<file path="src/rtl/seq_div_pkg.sv">
// Shared types and default widths for the sequential restoring divider.
package seq_div_pkg;

  localparam int unsigned N_WIDTH_DEF = 5;
  localparam int unsigned D_WIDTH_DEF = 4;

  typedef enum logic [1:0] {
    IDLE = 2'd0,
    RUN  = 2'd1,
    DONE = 2'd2
  } state_e;

endpackage

</file>
<file path="src/rtl/seq_divider_div_step.sv">
// One combinational restoring-division iteration: shift in a dividend bit,
// trial-subtract the divisor, keep the difference when it does not underflow.
module div_step
  import seq_div_pkg::*;
#(
  parameter int unsigned D_WIDTH = D_WIDTH_DEF
) (
  input  logic [D_WIDTH:0]   r_i,
  input  logic               n_msb_i,
  input  logic [D_WIDTH-1:0] d_i,
  output logic [D_WIDTH:0]   r_o,
  output logic               q_o
);

  logic [D_WIDTH+1:0] t_wide;
  logic               geq;

  // r_i[D_WIDTH] is always zero between iterations; carrying it through the
  // compare leaves the result unchanged and keeps t free of truncation.
  always_comb begin
    t_wide = {r_i, n_msb_i};
    geq    = (t_wide >= {2'b00, d_i});
    q_o    = geq;
    r_o    = geq ? (t_wide[D_WIDTH:0] - {1'b0, d_i}) : t_wide[D_WIDTH:0];
  end

endmodule

</file>
<file path="src/rtl/seq_divider.sv">
// Multi-cycle unsigned restoring divider, one quotient bit per clock, MSB
// first, with start/busy/done handshake and divide-by-zero flag.
module seq_divider
  import seq_div_pkg::*;
#(
  parameter int unsigned N_WIDTH = N_WIDTH_DEF,
  parameter int unsigned D_WIDTH = D_WIDTH_DEF
) (
  input  logic               clk,
  input  logic               rst,
  input  logic               start,
  input  logic [N_WIDTH-1:0] dividend,
  input  logic [D_WIDTH-1:0] divisor,
  output logic               busy,
  output logic               done,
  output logic               dbz,
  output logic [N_WIDTH-1:0] quotient,
  output logic [D_WIDTH-1:0] remainder
);

  localparam int unsigned CNT_W = $clog2(N_WIDTH + 1);
  localparam logic [CNT_W-1:0] CNT_LAST = CNT_W'(N_WIDTH - 1);

  state_e             state_q, state_d;
  logic [N_WIDTH-1:0] n_q, n_d;
  logic [D_WIDTH-1:0] d_q, d_d;
  logic [D_WIDTH:0]   r_q, r_d;
  logic [CNT_W-1:0]   cnt_q, cnt_d;
  logic [N_WIDTH-1:0] quot_q, quot_d;
  logic [D_WIDTH-1:0] rem_q, rem_d;
  logic               dbz_q, dbz_d;
  logic               busy_q, busy_d;
  logic               done_q, done_d;

  logic [D_WIDTH:0]   step_r;
  logic               step_q;

  div_step #(.D_WIDTH(D_WIDTH)) u_step (
    .r_i     (r_q),
    .n_msb_i (n_q[N_WIDTH-1]),
    .d_i     (d_q),
    .r_o     (step_r),
    .q_o     (step_q)
  );

  // Next-state logic: operand capture in IDLE/DONE, one iteration per RUN cycle.
  always_comb begin
    state_d = state_q;
    n_d     = n_q;
    d_d     = d_q;
    r_d     = r_q;
    cnt_d   = cnt_q;
    quot_d  = quot_q;
    rem_d   = rem_q;
    dbz_d   = dbz_q;
    busy_d  = busy_q;
    done_d  = 1'b0;
    case (state_q)
      IDLE, DONE: begin
        state_d = IDLE;
        busy_d  = 1'b0;
        if (start) begin
          n_d    = dividend;
          d_d    = divisor;
          r_d    = '0;
          cnt_d  = '0;
          dbz_d  = 1'b0;
          quot_d = '0;
          rem_d  = '0;
          if (divisor == '0) begin
            state_d = DONE;
            dbz_d   = 1'b1;
            quot_d  = '1;
            done_d  = 1'b1;
          end else begin
            state_d = RUN;
            busy_d  = 1'b1;
          end
        end
      end
      RUN: begin
        n_d   = {n_q[N_WIDTH-2:0], step_q};
        r_d   = step_r;
        cnt_d = cnt_q + 1'b1;
        if (cnt_q == CNT_LAST) begin
          quot_d  = {n_q[N_WIDTH-2:0], step_q};
          rem_d   = step_r[D_WIDTH-1:0];
          state_d = DONE;
          done_d  = 1'b1;
          busy_d  = 1'b0;
        end
      end
      default: begin
        state_d = IDLE;
        busy_d  = 1'b0;
      end
    endcase
  end

  // State and result registers, cleared asynchronously by rst.
  always_ff @(posedge clk or posedge rst) begin
    if (rst) begin
      state_q <= IDLE;
      n_q     <= '0;
      d_q     <= '0;
      r_q     <= '0;
      cnt_q   <= '0;
      quot_q  <= '0;
      rem_q   <= '0;
      dbz_q   <= 1'b0;
      busy_q  <= 1'b0;
      done_q  <= 1'b0;
    end else begin
      state_q <= state_d;
      n_q     <= n_d;
      d_q     <= d_d;
      r_q     <= r_d;
      cnt_q   <= cnt_d;
      quot_q  <= quot_d;
      rem_q   <= rem_d;
      dbz_q   <= dbz_d;
      busy_q  <= busy_d;
      done_q  <= done_d;
    end
  end

  assign busy      = busy_q;
  assign done      = done_q;
  assign dbz       = dbz_q;
  assign quotient  = quot_q;
  assign remainder = rem_q;

endmodule
</file>
<file path="config.mk">
export PLATFORM = sky130hd
export DESIGN_NAME = seq_divider
export DESIGN_NICKNAME = d
export VERILOG_FILES = /design/src/rtl/seq_div_pkg.sv /design/src/rtl/seq_divider_div_step.sv /design/src/rtl/seq_divider.sv
export SDC_FILE = /design/constraint.sdc
export NUM_CORES = 1
export LEC_CHECK = 0
export ABC_AREA = 1
export CAP_MARGIN = 20
export CORE_MARGIN = 5
export CORE_UTILIZATION = 45
export CTS_CLUSTER_SIZE = 40
export DETAILED_ROUTE_END_ITERATION = 8
export PLACE_DENSITY = 0.71
export SLEW_MARGIN = 20
export SYNTH_ARGS = -nofsm -noshare
export SYNTH_HDL_FRONTEND = slang
export SYNTH_SLANG_ARGS = --single-unit
</file>
<file path="constraint.sdc">
create_clock -name clk -period 1.6 [get_ports clk]
set_input_delay 0.24 -clock clk [delete_from_list [all_inputs] [get_ports clk]]
set_output_delay 0.24 -clock clk [all_outputs]
set_load 0.005 [all_outputs]
</file>
# Word level (Yosys, flattened, before mapping)
# Cells that the tools add are included.
[word_totals]
input_bits = 12
ff_bits = 31
output_inout_bits = 12
word_cells = 51
[classes]
n_addsub = 2
reduce_logical = 7
eq_ne = 5
mux = 26
order_cmp = 1
[ops]
columns = ["cell", "count"]
rows = [
  ["2-to-1 mux 5 bit", 6],
  ["one-hot mux 5 bit (2 select lines)", 3],
  ["2-to-1 mux 4 bit", 2],
  ["one-hot mux 4 bit (2 select lines)", 1],
  [">= comparator 6 x 4 -> 1 bit", 1],
  ["2-to-1 mux 1 bit", 6],
  ["2-to-1 mux 2 bit", 3],
  ["one-hot mux 3 bit (2 select lines)", 1],
  ["subtractor 5 x 4 -> 5 bit", 1],
  ["zero test 4 bit", 1],
  ["inequality test 2 bit (second input constant)", 2],
  ["one-hot mux 1 bit (2 select lines)", 2],
  ["one-hot mux 2 bit (2 select lines)", 1],
  ["AND reduction 2 bit", 2],
  ["adder 3 x 1 -> 3 bit (second input constant)", 1],
  ["equality test 3 bit (second input constant)", 1],
  ["2-to-1 mux 3 bit", 1],
  ["AND reduction 3 bit", 1],
  ["equality test 2 x 1 -> 1 bit (second input constant)", 1],
  ["equality test 2 bit (second input constant)", 1],
  ["zero test 2 bit", 1],
  ["nonzero test 2 bit", 1],
  ["OR reduction 2 bit", 1],
]

# Logic depth before layout (Yosys ltp)
[logic_depth]
word_depth = 4
depth_mapped = 11
ltp_nobuf = 11

# Modules after synthesis
# From an unflattened synthesis, not the netlist that was laid out.
[unflattened]
hier_cells = 202
hier_area_um2 = 1647.8
[modules_own_cells]
columns = ["mod", "cells_each", "n_inst", "area_per_inst_um2", "seq_area_each_um2"]
rows = [
  ["seq_divider", 157, 1, 1362.6, 775.7],
  ["div_step", 45, 1, 285.3, 0.0],
]

# Worst setup path before layout
# No wires, ideal clock.
[synth_path]
kind = "register to register"
start = "register d_q[0]"
end = "register r_q[0]"
path_slack_ns = -0.025
required_time_ns = 1.473
stages_incl_launch_ff = 9
path_buffers = 0
setup_ns = 0.127
synth_period_minus_slack_ns = 1.625
arrival_ns = 1.498
path_cell_list = "dfrtp_1 > ha_1 > fa_1 > inv_1 > nand3_2 > nand3_4 > nand2_1 > nand3_1 > o21ai_0"
[synth_between]
elab_chain_cells = 3
elab_cells_between_ends = 4
cone_classes = "1 x add/sub; 1 x order compare; 2 x mux"
[synth_lines]
columns = ["element", "line_no", "text"]
rows = [
  ["from (decl)", "seq_divider.sv:26", "logic [D_WIDTH-1:0] d_q, d_d;"],
  ["from (signal assigned)", "seq_divider.sv:105", "d_q <= '0;"],
  ["from (signal assigned)", "seq_divider.sv:116", "d_q <= d_d;"],
  ["subtractor 5 x 4 -> 5 bit or >= comparator 6 x 4 -> 1 bit (tied branches)", "seq_divider_div_step.sv:24, seq_divider_div_step.sv:22", ""],
  ["2-to-1 mux 5 bit *", "seq_divider_div_step.sv:24", "r_o = geq ? (t_wide[D_WIDTH:0] - {1'b0, d_i}) : t_wide[D_WIDTH:0];"],
  ["one-hot mux 5 bit (2 select lines) *", "seq_divider.sv:58", "case (state_q)"],
  ["to (signal assigned)", "seq_divider.sv:117", "r_q <= r_d;"],
  ["to (decl)", "seq_divider.sv:27", "logic [D_WIDTH:0] r_q, r_d;"],
]
# Mark *: on every way between the ends. The rest lies on a longest branch, timed or not.
# A chain may end at the register's enable or synchronous reset.

# Final worst setup path
[layout_path]
start = "register d_q[0]"
end = "register r_q[1]"
# The elaborated chain is that of the path after synthesis.

==> flow_summary.json <==
{
  "crit_path_cell_trace": "ha_2, fa_2, inv_2, nand3_4, nand3_4, nand2_1, nand3_1, o21ai_0",
  "final_cell_mix": "nand2_1 (43), dfrtp_1 (31), clkdlybuf4s50_1 (23)",
  "crit_top_cell": "nand3_4",
  "required_ns": 1.83,
  "arrival_ns": 1.81,
  "cts_buffer_depth": 2,
  "grt_use_total_pct": 15.8,
  "rr_worst_depth": 8,
  "layout.nets": 239,
  "multi_input_area_sq_um": 763,
  "max_cap_viol_count": 0,
  "dr.pass1.iters": 4,
  "stdcell_count": 267,
  "critPathTopFamily": "adder cells",
  "critPathSlowestCell": "dfrtp_1",
  "dp_cells": 255,
  "io-pin-count": 24,
  "powerDensity_nw_per_um2": 2440,
  "yosysSeqAreaShare_pct": 48.6,
  "syn_to_final_growth_pct": 31.9,
  "top_layer": "met4",
  "place_congestion": 0.950,
  "wl_per_cell_um": 12.9,
  "grt_max_degree": 32,
  "drc_errors": 0,
  "rsz0062_at_grt": "yes",
  "die-area_sq_um": 4840,
  "end_kind": "flop",
  "clkTransAtPathRegs_ns": 0.11,
  "ys_types": 25,
  "avgViaCountPerCell": 4.94,
  "hold_viol": 0,
  "core.rowCount": 21,
  "root_buffer": "clkbuf_4",
  "fp.dieH_um": 69.6,
  "slew_viol_final": 0,
  "antennaDiodeCount": 0,
  "pwr-share-comb_pct": 60.5,
  "synth_warnings": 0,
  "hpwl_um": 2610,
  "slowest_delay_ns": 0.40,
  "path_buf_inv": 1,
  "clock-sinks": 31,
  "p_sw_mw": 2.26,
  "relSlewSlack_pct": 73.0,
  "place.port_buffers": 23,
  "netlist_area_sq_um": 1600,
  "cts_tree": "built",
  "drive_gt1_share_pct": 21.7,
  "cts_hold_buf": 0,
  "timing.reg2reg.setup_slack_ns": 0.02,
  "numCtsBuffers": 5,
  "r2r-end": "r_q[1]",
  "path_max_fanout": 6,
  "skew_ns": 0.00911,
  "synth_cells": 180,
  "overflow": 0,
  "antenna_found_initial": 0,
  "p_int_mw": 2.90,
  "nFillCells": 282,
  "worst_pin_slew_ns": 0.405,
  "seq_area_sq_um": 776,
  "grt_pass1_wl_um": 6160,
  "wl_met2_um": 1770,
  "status": "complete, no violations",
  "p_seq_share_pct": 26.9,
  "grt_pass1_vias": 1363,
  "wl_met3_um": 132,
  "pwr-share-clk_pct": 12.6,
  "drt_iter0_markers": 67,
  "htreeDepth": 2,
  "holdWs_ns": 0.280,
  "ys_ff_latch": 31,
  "syn_nets": 199,
  "finalWirelength_um": 3450,
  "worstHoldPathType": "primary input to asynchronous set/reset pin",
  "timing.final.crit_share_pct": 98.8,
  "wl_met1_um": 1470,
  "layout_commonest_cell": "nand2_1",
  "setup_viol": 0,
  "p_leak_nw": 1.02,
  "fmax_ghz": 0.632,
  "vias": 1319,
  "critPathLaunchType": "flop",
  "die_w_um": 69.6,
  "initial_utilization_pct": 47.1,
  "coreArea_sq_um": 3390,
  "final_antenna_net_count": 0,
  "r2r-start": "d_q[0]",
  "critical_path_class": "flop to flop",
  "synth_area_per_cell_sq_um": 8.88,
  "clk-insertion-delay-late_ns": 0.33,
  "vdd_drop_max_uv": 1230,
  "p_sw_share_pct": 43.8,
  "period_minus_slack_ns": 1.58
}
[cell families (layout without fill, tap and decap cells)]
| group | count (synthesis) | after routing | synth area share (%) |
|---|---|---|---|
| compound gates | 22 | 22 | 7.44 |
| simple gates | 90 | 90 | 29.4 |
| fa+ha+maj | 7 | 7 | 5.95 |
| xor+xnor | 2 | 2 | 1.10 |
| buf+inv | 28 | 69 | 7.52 |
| flops | 31 | 31 | 48.6 |
[what timing repair did]
item,CTS,global route
setup endpoints to repair,10,11
setup buffers,0,4
pin swaps,1,1
resized for setup,7,9
[per-stage QoR]
stage	TNS [ns]	power [mW]	setup WS [ns]	util (%)	area, sq um
floorplan	0	3.28	0.00632	-	1600
global placement	-0.126	4.05	-0.0345	57.0	1930
detailed placement	-0.738	4.16	-0.0990	57.0	1930
CTS	0	4.95	0.00177	60.5	2050
global route	-0.624	5.65	-0.0913	62.2	2110
finish	0	5.15	0.0188	62.2	2110
[power groups by stage]
stage                     clock [mW]  combinational (mW)  sequential [mW]
final                          0.648                3.12             1.39
after global routing           0.698                3.53             1.43
after CTS                      0.667                2.89             1.39
after detailed placement           0                2.76             1.40
after global placement             0                2.68             1.37
after floorplan                    0                1.92             1.36
[state kept, by name (all words and copies together), names as in the netlist, 2 cells and up]
register   cells
cnt_q          3
d_q            4
n_q            5
quotient       5
r_q            5
remainder      4
state_q        2
[synthesized netlist by cell type (all sizes together)]
| library cell | n | area share, % |
|---|---|---|
| a21oi | 8 | 2.5 |
| buf | 2 | 0.94 |
| clkinv | 1 | 0.55 |
| dfrtp | 31 | 49 |
| fa | 1 | 1.3 |
| ha | 6 | 4.7 |
| inv | 25 | 6.0 |
| nand2 | 52 | 15 |
| nand3 | 17 | 6.4 |
| nand4 | 8 | 3.1 |
| nor2 | 12 | 4.8 |
| o211ai | 1 | 0.47 |
| o21a | 1 | 0.47 |
| o21ai | 12 | 4.0 |
| or2 | 1 | 0.39 |
| xor2 | 2 | 1.1 |
[worst max-delay path by stage]
stage	start	end	slack, ns	depth (start not counted)
final	d_q[0]	r_q[1]	0.02	8
after global routing	d_q[0]	remainder[3]	-0.09	9
after CTS	r_q[1]	r_q[0]	0.002	8
after detailed placement	d_q[0]	r_q[0]	-0.1	8
after global placement	d_q[0]	remainder[0]	-0.03	8
after floorplan	d_q[0]	r_q[0]	0.006	8
[worst min-delay path, stage by stage]
cell             delay (ns)
clkdlybuf4s50_1        0.39
inv_1                  0.05
buf_4                  0.35
[routing by layer]
layer / global-route usage (%) / vias up
met5: 0 / -
met4: 6.07 / 0
met3: 4.49 / 9
met2: 26.2 / 22
met1: 19.3 / 625
li1: - / 663
[layout make-up]
class	instances	share of cell area, %
Multi-Input combinational cell	121	36.2
Clock inverter	2	1.66
Inverter	26	4.99
Timing Repair Buffer	35	15.2
Sequential cell	31	36.8
Clock buffer	6	2.43
Tap cell	46	2.73
No activity file was read; power rests on OpenSTA's default activity.
